### config.mk
export PLATFORM = sky130hd
export DESIGN_NAME = rgb_gray_loader
export DESIGN_NICKNAME = d
export VERILOG_FILES = /design/src/rtl/rgb_gray_loader_pkg.sv /design/src/rtl/rgb_gray_loader_luma.sv /design/src/rtl/rgb_gray_loader.sv
export SDC_FILE = /design/constraint.sdc
export NUM_CORES = 1
export LEC_CHECK = 0
export BUFFER_PORTS_ARGS = -buffer_cell sky130_fd_sc_hd__buf_2
export CAP_MARGIN = 20
export CORE_ASPECT_RATIO = 0.5
export CORE_MARGIN = 2
export CORE_UTILIZATION = 25
export CTS_CLUSTER_DIAMETER = 100
export DETAILED_ROUTE_END_ITERATION = 8
export PLACE_DENSITY = 0.5
export SLEW_MARGIN = 20
export SYNTH_ARGS = -nofsm -noshare
export SYNTH_HDL_FRONTEND = slang
export SYNTH_SLANG_ARGS = --single-unit
export TNS_END_PERCENT = 1
### constraint.sdc
create_clock -name clk_p -period 3.9 [get_ports clk_p]
set_input_delay 0.585 -clock clk_p [delete_from_list [all_inputs] [get_ports clk_p]]
set_output_delay 0.585 -clock clk_p [all_outputs]
set_load 0.02 [all_outputs]
### src/rtl/rgb_gray_loader_pkg.sv
// Shared definitions for the RGB444-to-gray loader and the downstream edge processor:
// pixel field layout, conversion modes, luma weights and frame geometry.
package rgb_gray_loader_pkg;

   localparam int PIX_W     = 12;
   localparam int CHAN_W    = 4;
   localparam int PIX_R_LSB = 8;
   localparam int PIX_G_LSB = 4;
   localparam int PIX_B_LSB = 0;

   typedef enum logic [1:0] {
      CMD_WEIGHTED = 2'b00,
      CMD_AVG      = 2'b01,
      CMD_MAX      = 2'b10,
      CMD_BYPASS   = 2'b11
   } cmd_e;

   // 5/9/2 sums to 16, so the weighted luma is a plain 4-bit right shift
   localparam logic [7:0] LUMA_W_R = 8'd5;
   localparam logic [7:0] LUMA_W_G = 8'd9;
   localparam logic [7:0] LUMA_W_B = 8'd2;

   localparam int FRAME_WIDTH  = 400;
   localparam int FRAME_HEIGHT = 300;
   localparam int FRAME_PIXELS = FRAME_WIDTH * FRAME_HEIGHT;

   typedef enum logic [1:0] {
      IDLE  = 2'b00,
      READ  = 2'b01,
      DRAIN = 2'b10,
      DONE  = 2'b11
   } state_e;

   function automatic logic [CHAN_W-1:0] max3(input logic [CHAN_W-1:0] a,
                                              input logic [CHAN_W-1:0] b,
                                              input logic [CHAN_W-1:0] c);
      logic [CHAN_W-1:0] m;
      m = (a > b) ? a : b;
      return (m > c) ? m : c;
   endfunction

endpackage

### src/rtl/rgb_gray_loader_luma.sv
// Combinational RGB444 to replicated-luma converter; bypass mode passes the pixel through.
module rgb444_to_luma
   import rgb_gray_loader_pkg::*;
#(
   parameter int DATA_WIDTH = PIX_W
) (
   input  logic [DATA_WIDTH-1:0] i_pixel,
   input  cmd_e                  i_mode,
   output logic [DATA_WIDTH-1:0] o_word
);

   logic [CHAN_W-1:0] w_r;
   logic [CHAN_W-1:0] w_g;
   logic [CHAN_W-1:0] w_b;
   logic [7:0]        w_weighted;
   logic [7:0]        w_avg;
   logic [CHAN_W-1:0] w_y;

   assign w_r = i_pixel[PIX_R_LSB +: CHAN_W];
   assign w_g = i_pixel[PIX_G_LSB +: CHAN_W];
   assign w_b = i_pixel[PIX_B_LSB +: CHAN_W];

   // Both sums stay below 256, so 8 bits never overflow
   assign w_weighted = LUMA_W_R * {4'd0, w_r} + LUMA_W_G * {4'd0, w_g} + LUMA_W_B * {4'd0, w_b};
   assign w_avg      = {4'd0, w_r} + {3'd0, w_g, 1'b0} + {4'd0, w_b};

   always_comb begin
      w_y    = '0;
      o_word = DATA_WIDTH'({3{w_y}});
      case (i_mode)
         CMD_WEIGHTED: w_y = 4'(w_weighted >> 4);
         CMD_AVG:      w_y = 4'(w_avg >> 2);
         CMD_MAX:      w_y = max3(w_r, w_g, w_b);
         default:      w_y = '0;
      endcase
      o_word = (i_mode == CMD_BYPASS) ? i_pixel : DATA_WIDTH'({3{w_y}});
   end

endmodule

### src/rtl/rgb_gray_loader.sv
// Streams one frame from the source BRAM through the luma converter into the gray BRAM.
// Read address and write address are kept in lock-step through a valid/address pipeline.
module rgb_gray_loader
   import rgb_gray_loader_pkg::*;
#(
   parameter int DATA_WIDTH  = 12,
   parameter int ADDR_WIDTH  = 19,
   parameter int DATA_LENGTH = FRAME_PIXELS,
   parameter int RD_LATENCY  = 1
) (
   input  logic                  clk_p,
   input  logic                  rst,
   input  logic                  start,
   input  logic [1:0]            cmd,
   output logic [ADDR_WIDTH-1:0] r_addr,
   input  logic [DATA_WIDTH-1:0] data_in,
   output logic [ADDR_WIDTH-1:0] w_addr,
   output logic [DATA_WIDTH-1:0] data_out,
   output logic                  write_en,
   output logic                  busy,
   output logic                  done
);

   localparam logic [ADDR_WIDTH-1:0] LAST_ADDR = ADDR_WIDTH'(DATA_LENGTH - 1);

   state_e                r_state;
   state_e                w_nextState;
   cmd_e                  r_mode;
   logic [RD_LATENCY-1:0] r_vldPipe;
   logic [ADDR_WIDTH-1:0] r_addrPipe [RD_LATENCY];
   logic                  w_startOk;
   logic                  w_issue;
   logic                  w_lastWrite;
   logic [DATA_WIDTH-1:0] w_word;

   rgb444_to_luma #(
      .DATA_WIDTH (DATA_WIDTH)
   ) u_luma (
      .i_pixel (data_in),
      .i_mode  (r_mode),
      .o_word  (w_word)
   );

   always_comb begin
      w_nextState = r_state;
      w_startOk   = 1'b0;
      w_issue     = 1'b0;
      w_lastWrite = write_en && (w_addr == LAST_ADDR);
      case (r_state)
         IDLE, DONE: begin
            if (start) begin
               w_startOk   = 1'b1;
               w_nextState = READ;
            end
         end
         READ: begin
            w_issue = 1'b1;
            if (r_addr == LAST_ADDR) w_nextState = DRAIN;
         end
         DRAIN: begin
            if (w_lastWrite) w_nextState = DONE;
         end
         default: w_nextState = IDLE;
      endcase
   end

   assign busy = (r_state == READ) || (r_state == DRAIN);
   assign done = (r_state == DONE);

   // Stage RD_LATENCY-1 lines up with data_in, so the output register lands one cycle later
   always_ff @(posedge clk_p) begin
      if (rst) begin
         r_state   <= IDLE;
         r_mode    <= CMD_WEIGHTED;
         r_addr    <= '0;
         r_vldPipe <= '0;
         for (int i = 0; i < RD_LATENCY; i++) r_addrPipe[i] <= '0;
         w_addr    <= '0;
         data_out  <= '0;
         write_en  <= 1'b0;
      end else begin
         r_state <= w_nextState;
         if (w_startOk) begin
            r_mode <= cmd_e'(cmd);
            r_addr <= '0;
         end else if (w_issue && (r_addr != LAST_ADDR)) begin
            r_addr <= r_addr + 1'b1;
         end
         r_vldPipe[0]  <= w_issue;
         r_addrPipe[0] <= r_addr;
         for (int i = 1; i < RD_LATENCY; i++) begin
            r_vldPipe[i]  <= r_vldPipe[i-1];
            r_addrPipe[i] <= r_addrPipe[i-1];
         end
         write_en <= r_vldPipe[RD_LATENCY-1];
         if (r_vldPipe[RD_LATENCY-1]) begin
            w_addr   <= r_addrPipe[RD_LATENCY-1];
            data_out <= w_word;
         end
      end
   end

endmodule
==> out/metrics.yaml, run 1 <==
final-max-slew-violation-count: 0
synth.largest_area_cell: "sky130_fd_sc_hd__dfxtp_1"
worst-path-max-fanout: 3
post-route-util_pct: 32.35
synth_sequential_area_ratio_pct: 37.50
dp.final_hpwl_mm: 7.572
yosys_warnings: 0
yosysMostFrequentCell: "sky130_fd_sc_hd__dfxtp_1"
setup.worst_path.end_class: "flop"
post-layout-total-power_mw: 2.524
fp.dieArea_sq_um: 17110
final_critical_path_setup_slack_ns: 0.1476
detailedRoute.firstPassIterationCount: 4
pwrdens_nw_per_um2: 502.3
nNetsFinal: 577
port_buffers: 69
ys_top_cells_by_count: "sky130_fd_sc_hd__dfxtp_1, sky130_fd_sc_hd__nor2_1, sky130_fd_sc_hd__inv_1"
fin_setup_tns_ns: 0
proportion_of_netlist_area_held_by_the_largest_area_contributor_pct: 37.50
synth_edf_count: 0
mapped_area_sq_um: 4004
syn2layout_area_growth_pct: 25.50
power.static_leakage_nw: 2.195
drt_drc_violations_left: 0
vias: 3190
holdWs_ns: 0.4677
finalWirelength_mm: 10.25
postLayoutCellArea_sq_um: 5025
mean_syn_cell_area_sq_um: 9.225
path_class: "in2reg"
slew_headroom_pct: 41.61
initial_utilization_pct: 25.77
post_cts_resized: 0
vdd_drop_max_v: 0.0002192
run_status: "finished, final reports clean"
grt_antenna_before_repair: 0
global_route.overflow_total: 0
startpoint_type: "input pin"
die_w_um: 183.0
design.portCount: 70
ant_nets: 0
post-cts-setup-buffer-count: 0
cts_tree: "yes"
finalNonFillerCells: 725
cts.clk_slew.worst_paths_ns: 0.06
drtIter0Drc: 122
die_height_um: 93.49
cts_max_level: 3
tightest_slew_ns: 0.8758
yosys_register_bits: 75
synthArstFlopShare_pct: 0
synthesis.nets: 495
globalRouteTotalUtil_pct: 12.54
yosys.cell_types.count: 51
skew_ns: 0.01056
num_antenna_cells: 0
area_inside_the_core_boundary_sq_um: 15530
timing.final.setup_violations: 0
cts_hold_buffers: 0
grt_start_max_net_pins: 57
netlist_instances: 434
placement_rows: 32
max_cap_violations: 0
dp_slack_ns: -0.2161
worstPathRequired_ns: 4.13
root_buffer_cell: "sky130_fd_sc_hd__clkbuf_16"
finalCriticalPeriod_ns: 3.752
first_global_vias: 3197
ys_top_cells_by_area: "sky130_fd_sc_hd__dfxtp_1, sky130_fd_sc_hd__ha_1, sky130_fd_sc_hd__nor2_1"
timing.final.hold_violations: 0
insertion_delay_ns: 0.33
gp_congestion: 0.7875
synth_top_flop_cell: "sky130_fd_sc_hd__dfxtp_1"
placed_inst_area_sq_um: 4668
cts_buffers: 9
wire_length_of_the_first_global_routing_pass_mm: 16.75
fmaxAchievable_mhz: 266.5
route.detailed.vias_per_inst: 4.400
drive_above_1_share_pct: 22.26
detail_route.wl_per_cell_um: 14.14
crit_arrival_ns: 3.99
final.period_utilization_pct: 96.21
clock-sinks: 75
place_inst: 709
holdCritPathClass: "reg2reg"
clockBufferDepth: 2
## power breakdown
| part | switching, mW | internal [mW] |
|---|---|---|
| Sequential | 0.0517 | 0.825 |
| Combinational | 0.444 | 0.293 |
| Clock | 0.327 | 0.583 |
| Total | 0.823 | 1.70 |
## critical path, cell delays in order
cell and delay, ns:
sky130_fd_sc_hd__buf_2 0.11, sky130_fd_sc_hd__ha_1 0.28, sky130_fd_sc_hd__ha_1 0.27, sky130_fd_sc_hd__inv_1 0.05
sky130_fd_sc_hd__fa_1 0.50, sky130_fd_sc_hd__fa_1 0.56, sky130_fd_sc_hd__inv_1 0.05, sky130_fd_sc_hd__ha_1 0.28
sky130_fd_sc_hd__and4b_1 0.23, sky130_fd_sc_hd__o21a_1 0.20, sky130_fd_sc_hd__buf_4 0.14, sky130_fd_sc_hd__o31a_1 0.26
sky130_fd_sc_hd__o21ai_0 0.16, sky130_fd_sc_hd__a21oi_1 0.10, sky130_fd_sc_hd__a211oi_1 0.23
## cells by family after synthesis
| family | share of synthesized area, % |
|---|---|
| compound gates | 12.06 |
| mux | 5.000 |
| fa+ha+maj | 15.81 |
| simple gates | 20.19 |
| flops | 37.50 |
| xor+xnor | 4.156 |
| buf+inv | 5.281 |
## routing by layer
| layer | global-route usage [%] | up-vias | part of all wire (%) |
|---|---|---|---|
| met5 | 0 | - | 0 |
| met4 | 3.933 | 0 | 1.4 |
| met3 | 2.998 | 8 | 4.0 |
| met2 | 19.44 | 45 | 44 |
| met1 | 17.22 | 1487 | 51 |
| li1 | - | 1650 | - |
## path summary, 6_finish.rpt
kind / start / endpoint / slack (ns) / cells after the start
worst max register to register: r_state[0]$_SDFFE_PP0P_ / r_addr[16]$_SDFFE_PP0P_ / 1.78 / 6
worst min-delay path: r_addrPipe[0][18]$_SDFF_PP0_ / w_addr[18]$_SDFFE_PP0P_ / 0.47 / 2
worst min register to register: r_addrPipe[0][18]$_SDFF_PP0_ / w_addr[18]$_SDFFE_PP0P_ / 0.47 / 2
worst max-delay path: data_in[4] / data_out[4]$_SDFFE_PP0P_ / 0.15 / 15
## state kept, by name, indices dropped and copies added, names as in the netlist
register / cells
r_vldPipe: 1
r_mode: 2
r_state: 2
write_en: 1
r_addr: 19
data_out: 12
r_addrPipe: 19
w_addr: 19
## cell type report
cell class,count,area [sq um]
well taps,204,255.2
flip-flops and latches,75,1503
repair buffers,86,473.0
clock buffers,10,239.0
inverters,39,146.4
clock inverters,6,93.84
fillers,1627,10510
multi-input cells,305,2315
## cell usage in the layout (no fill, tap or decap), types with 9 or more instances in the layout
cell,Yosys,routed
sky130_fd_sc_hd__clkbuf_16,0,9
sky130_fd_sc_hd__mux2i_1,20,20
sky130_fd_sc_hd__fa_1,11,11
sky130_fd_sc_hd__inv_1,39,39
sky130_fd_sc_hd__ha_1,33,33
sky130_fd_sc_hd__o21ai_0,9,9
sky130_fd_sc_hd__nor2b_1,22,22
sky130_fd_sc_hd__buf_4,0,17
sky130_fd_sc_hd__nand2_1,29,29
sky130_fd_sc_hd__a21oi_1,9,9
sky130_fd_sc_hd__buf_2,1,69
sky130_fd_sc_hd__nor2_1,59,59
sky130_fd_sc_hd__a211oi_1,14,14
sky130_fd_sc_hd__xnor2_1,15,15
sky130_fd_sc_hd__dfxtp_1,75,74
(Power assumes the default switching activity.)
==> inputs of run 2 (changes only) <==
ABC_AREA = 1   (was default)
CORE_UTILIZATION = 35   (was 25)
PLACE_DENSITY = 0.63   (was 0.5)
==> out/metrics.yaml, run 2 <==
pwrdens_nw_per_um2: 480.8
synth_top_flop_cell: "sky130_fd_sc_hd__dfxtp_1"
drt_drc_violations_left: 0
startpoint_type: "input pin"
route.detailed.vias_per_inst: 4.655
fin_setup_tns_ns: 0
num_antenna_cells: 0
run_status: "finished, final reports clean"
vdd_drop_max_v: 0.0002206
detailedRoute.firstPassIterationCount: 5
cts_max_level: 3
cts_hold_buffers: 0
holdCritPathClass: "reg2reg"
ys_top_cells_by_count: "sky130_fd_sc_hd__nand2_1, sky130_fd_sc_hd__inv_1, sky130_fd_sc_hd__dfxtp_1"
syn2layout_area_growth_pct: 16.90
grt_start_max_net_pins: 58
synthArstFlopShare_pct: 0
nNetsFinal: 750
gp_congestion: 0.8927
crit_path_frequent_cell: "sky130_fd_sc_hd__nand2_1"
rsz0062_at_grt: "no"
globalRouteTotalUtil_pct: 17.12
timing.final.hold_violations: 0
cts_tree: "yes"
path_class: "in2reg"
port_buffers: 69
ys_top_cells_by_area: "sky130_fd_sc_hd__dfxtp_1, sky130_fd_sc_hd__nand2_1, sky130_fd_sc_hd__ha_1"
drtIter0Drc: 207
worst_r2r_path_depth: 9
root_buffer_cell: "sky130_fd_sc_hd__clkbuf_16"
mapped_area_sq_um: 4374
worstPathRequired_ns: 4.18
crit_path_cell_trace: "buf_2, ha_1, ha_1, inv_1, fa_1, fa_1, inv_1, ha_1, nand2_1, inv_1, nand2_1, nand2_1, nand2_1, nand2_1, o21ai_0, inv_1, nand3_1, nand2_1, inv_1"
worst_hold_path_cell_count: 2
cts.clk_slew.worst_paths_ns: 0.06
finalWirelength_mm: 10.76
skew_ns: 0.005300
slew_headroom_pct: 57.27
fmaxAchievable_mhz: 305.1
synth_edf_count: 0
place_inst: 843
die_w_um: 162.1
setup.worst_path.end_class: "flop"
yosys_register_bits: 75
power.static_leakage_nw: 2.443
netlist_instances: 625
placement_rows: 28
drive_above_1_share_pct: 14.14
proportion_of_netlist_area_held_by_the_largest_area_contributor_pct: 34.32
yosys_warnings: 0
final-max-slew-violation-count: 0
synth_sequential_area_ratio_pct: 34.32
die_height_um: 83.05
worst-path-max-fanout: 6
global_route.overflow_total: 0
finalCriticalPeriod_ns: 3.278
clock-sinks: 75
top_library_cells_by_usage_in_the_layout_fill_and_taps_aside: "sky130_fd_sc_hd__nand2_1, sky130_fd_sc_hd__inv_1, sky130_fd_sc_hd__dfxtp_1, sky130_fd_sc_hd__nor2_1, sky130_fd_sc_hd__buf_2"
finalNonFillerCells: 858
wire_length_of_the_first_global_routing_pass_mm: 18.82
area_inside_the_core_boundary_sq_um: 12020
cp_slowest_cell: "sky130_fd_sc_hd__fa_1"
dp.final_hpwl_mm: 8.170
initial_utilization_pct: 36.40
first_global_vias: 3914
synthesis.nets: 686
insertion_delay_ns: 0.34
layout_commonest_cell: "sky130_fd_sc_hd__nand2_1"
synth.largest_area_cell: "sky130_fd_sc_hd__dfxtp_1"
critical-path-max-stage-delay_ns: 0.55
max_cap_violations: 0
timing.final.setup_violations: 0
fp.dieArea_sq_um: 13460
ant_nets: 0
mean_syn_cell_area_sq_um: 6.999
vias: 3994
grt_antenna_before_repair: 0
post-cts-setup-buffer-count: 0
fillerInstances: 1269
yosysMostFrequentCell: "sky130_fd_sc_hd__nand2_1"
post_cts_resized: 0
design.portCount: 70
reg.largest.list: "r_addrPipe (19), r_addr (19), w_addr (19)"
cts_buffers: 9
detail_route.wl_per_cell_um: 12.55
clockBufferDepth: 2
crit_arrival_ns: 3.56
final.period_utilization_pct: 84.05
yosys.cell_types.count: 31
tightest_slew_ns: 0.6402
## run 2: area by class of cell
| type | instances | area (sq um) | area share, % |
|---|---|---|---|
| multi-input cells | 425 | 2376 | 46.46 |
| flip-flops and latches | 75 | 1501 | 29.36 |
| inverters | 107 | 401.6 | 7.854 |
| repair buffers | 71 | 360.3 | 7.047 |
| clock buffers | 9 | 225.2 | 4.404 |
| well taps | 165 | 206.4 | 4.037 |
| clock inverters | 6 | 42.54 | 0.8319 |
## run 2: path summary, 6_finish.rpt
| path | slack [ns] | endpoint | start |
|---|---|---|---|
| max reg2reg | 1.88 | r_addr[4]$_SDFFE_PP0P_ | r_addr[0]$_SDFFE_PP0P_ |
| max | 0.62 | data_out[5]$_SDFFE_PP0P_ | data_in[4] |
| min reg2reg | 0.44 | w_addr[16]$_SDFFE_PP0P_ | r_addrPipe[0][16]$_SDFF_PP0_ |
| min | 0.44 | w_addr[16]$_SDFFE_PP0P_ | r_addrPipe[0][16]$_SDFF_PP0_ |
## run 2: layer usage
metal / global-route usage, % / routed length [um] / part of all wire [%] / up-vias
met2: 26.81 / 4756 / 44 / 92
met5: 0 / 0 / 0 / -
met1: 23.48 / 5368 / 50 / 1802
met4: 5.390 / 148 / 1.4 / 0
met3: 3.796 / 490 / 4.6 / 14
li1: - / - / - / 2086
## run 2: where the power goes
group / switching [mW] / internal [mW] / leakage (nW) / total [mW]
sequential: 0.0538 / 0.827 / 0.607 / 0.881
clock: 0.320 / 0.427 / 0.128 / 0.747
combinational: 0.564 / 0.267 / 1.71 / 0.831
## run 2: worst max-delay path, delay by kind of cell
family | cells | cell delay [ns]
AOI/OAI and AO/OA | 1 | 0.17
adders and majority gates | 5 | 1.92
buffers and inverters | 6 | 0.43
and+or+nand+nor | 7 | 0.45
## run 2: logic make-up after synthesis
kind of cell,after synthesis,share of synthesized area [%]
simple gates,302,29.63
flops,75,34.32
fa+ha+maj,44,14.47
buf+inv,125,11.36
xor+xnor,11,2.202
compound gates,68,8.009
## run 2: per-stage QoR
step	instance area, sq um	hold slack, ns	setup WS, ns	power (mW)	utilization (%)
CTS	5114	0.4471	0.6007	2.492	42.56
global placement	4846	0.4328	0.2543	1.724	40.33
finish	5114	0.4442	0.6219	2.458	42.56
floorplan	4374	0.4218	0.6402	1.546	-
detailed placement	4846	0.4372	0.2546	1.732	40.33
global route	5114	0.4580	0.3124	2.668	42.56
==> inputs of run 3 (changes only) <==
clock period = 2.9 ns   (was 3.9 ns; I/O delays follow)
==> out/metrics.yaml, run 3 (synthesized netlist as in run 2, its figures left out) <==
setup.worst_path.end_class: "flop"
cts_tree: "yes"
vdd_drop_max_v: 0.0003262
drt_drc_violations_left: 0
final-max-slew-violation-count: 0
critical-path-max-stage-delay_ns: 0.53
port_buffers: 69
worst-path-max-fanout: 3
max_cap_violations: 0
global_route.overflow_total: 0
first_global_vias: 3688
run_status: "finished, final reports clean"
final.period_utilization_pct: 96.81
slew_headroom_pct: 56.16
skew_ns: 0.01009
path_class: "in2reg"
initial_utilization_pct: 36.40
grt_start_max_net_pins: 57
startpoint_type: "input pin"
route.detailed.vias_per_inst: 4.711
area_inside_the_core_boundary_sq_um: 12020
rsz0062_at_grt: "yes"
grt_antenna_before_repair: 0
fp.dieArea_sq_um: 13460
tightest_slew_ns: 0.6567
holdWs_ns: 0.3424
pwrdens_nw_per_um2: 654.6
detailedRoute.firstPassIterationCount: 5
dp.final_hpwl_mm: 8.567
crit_path_frequent_cell: "sky130_fd_sc_hd__inv_2"
root_buffer_cell: "sky130_fd_sc_hd__clkbuf_16"
post-layout-total-power_mw: 3.511
ant_nets: 0
num_antenna_cells: 0
syn2layout_area_growth_pct: 22.63
placement_rows: 28
worstPathRequired_ns: 3.13
fillerInstances: 1220
top_library_cells_by_usage_in_the_layout_fill_and_taps_aside: "sky130_fd_sc_hd__nand2_1, sky130_fd_sc_hd__inv_1, sky130_fd_sc_hd__dfxtp_1, sky130_fd_sc_hd__nor2_1, sky130_fd_sc_hd__buf_2"
fmaxAchievable_mhz: 356.2
finalWirelength_mm: 11.26
gp_congestion: 0.9228
fin_setup_tns_ns: 0
clock-sinks: 75
wire_length_of_the_first_global_routing_pass_mm: 18.26
cts_max_level: 3
insertion_delay_ns: 0.34
nNetsFinal: 765
drive_above_1_share_pct: 19.61
design.portCount: 70
detail_route.wl_per_cell_um: 12.88
holdCritPathClass: "in2reg"
crit_arrival_ns: 3.04
power.static_leakage_nw: 2.536
die_height_um: 83.05
timing.final.setup_violations: 0
cts_buffers: 9
globalRouteTotalUtil_pct: 16.79
cts.clk_slew.worst_paths_ns: 0.06
die_w_um: 162.1
clockBufferDepth: 2
timing.final.hold_violations: 0
post-route-util_pct: 44.64
crit_path_cell_trace: "buf_2, ha_4, ha_4, fa_1, inv_2, fa_1, inv_2, ha_4, nand2_2, inv_2, nand2_2, nand2_4, nand2_4, nand2_2, o21ai_2, inv_2, nand3_2, nand2_1, inv_1"
cp_slowest_cell: "sky130_fd_sc_hd__fa_1"
layout_commonest_cell: "sky130_fd_sc_hd__nand2_1"
finalCriticalPeriod_ns: 2.807
reg.largest.list: "r_addrPipe (19), r_addr (19), w_addr (19)"
vias: 4117
drtIter0Drc: 267
-- run 3: path summary, 6_finish.rpt --
check / slack, ns / depth (start not counted) / startpoint / endpoint
max: 0.09 / 19 / data_in[9] / data_out[9]$_SDFFE_PP0P_
min: 0.34 / 3 / cmd[1] / r_mode[1]$_SDFFE_PP0P_
max reg2reg: 0.80 / 9 / r_addr[0]$_SDFFE_PP0P_ / r_addr[4]$_SDFFE_PP0P_
min reg2reg: 0.45 / 2 / r_addrPipe[0][9]$_SDFF_PP0_ / w_addr[9]$_SDFFE_PP0P_
-- run 3: critical path: cells and delay by family --
family                     cells  cell delay [ns]
buffers and inverters          6             0.39
AOI/OAI and AO/OA              1             0.06
adders and majority gates      5             1.69
and+or+nand+nor                7             0.48
-- run 3: layout make-up --
class / instances / area [sq um] / share of cell area [%]
clock buffers: 9 / 225.2 / 4.199
clock inverters: 7 / 58.81 / 1.096
inverters: 107 / 401.6 / 7.488
multi-input cells: 425 / 2495 / 46.51
flip-flops and latches: 75 / 1501 / 27.99
well taps: 165 / 206.4 / 3.849
repair buffers: 86 / 475.5 / 8.864
-- run 3: what timing repair did --
action | in CTS | in global routing
pin swaps | 0 | 8
cloned | 0 | 0
buffers inserted | 0 | 0
setup endpoints to repair | 2 | 9
hold buffers | 0 | 0
gates resized for setup | 1 | 23
-- run 3: report_power, final --
part / total (mW) / internal, mW / switching [mW]
logic: 1.25 / 0.436 / 0.818
registers: 1.20 / 1.11 / 0.0873
clock network: 1.06 / 0.592 / 0.467
-- run 3: through the flow --
stage	cells	setup slack (ns)	instance area [sq um]
after detailed placement	858	-0.3728	4996
final	874	0.09261	5364
after CTS	874	0.01103	5283
after floorplan	625	-0.01973	4412
after global placement	858	-0.2844	4996
after global routing	874	-0.01824	5364
-- run 3: per-layer routing --
layer | vias up | wire [um] | global-route usage, %
met4 | 0 | 111 | 4.023
met1 | 1847 | 5410 | 23.76
li1 | 2111 | - | -
met5 | - | 0 | 0
met2 | 148 | 4996 | 26.07
met3 | 11 | 737 | 3.646
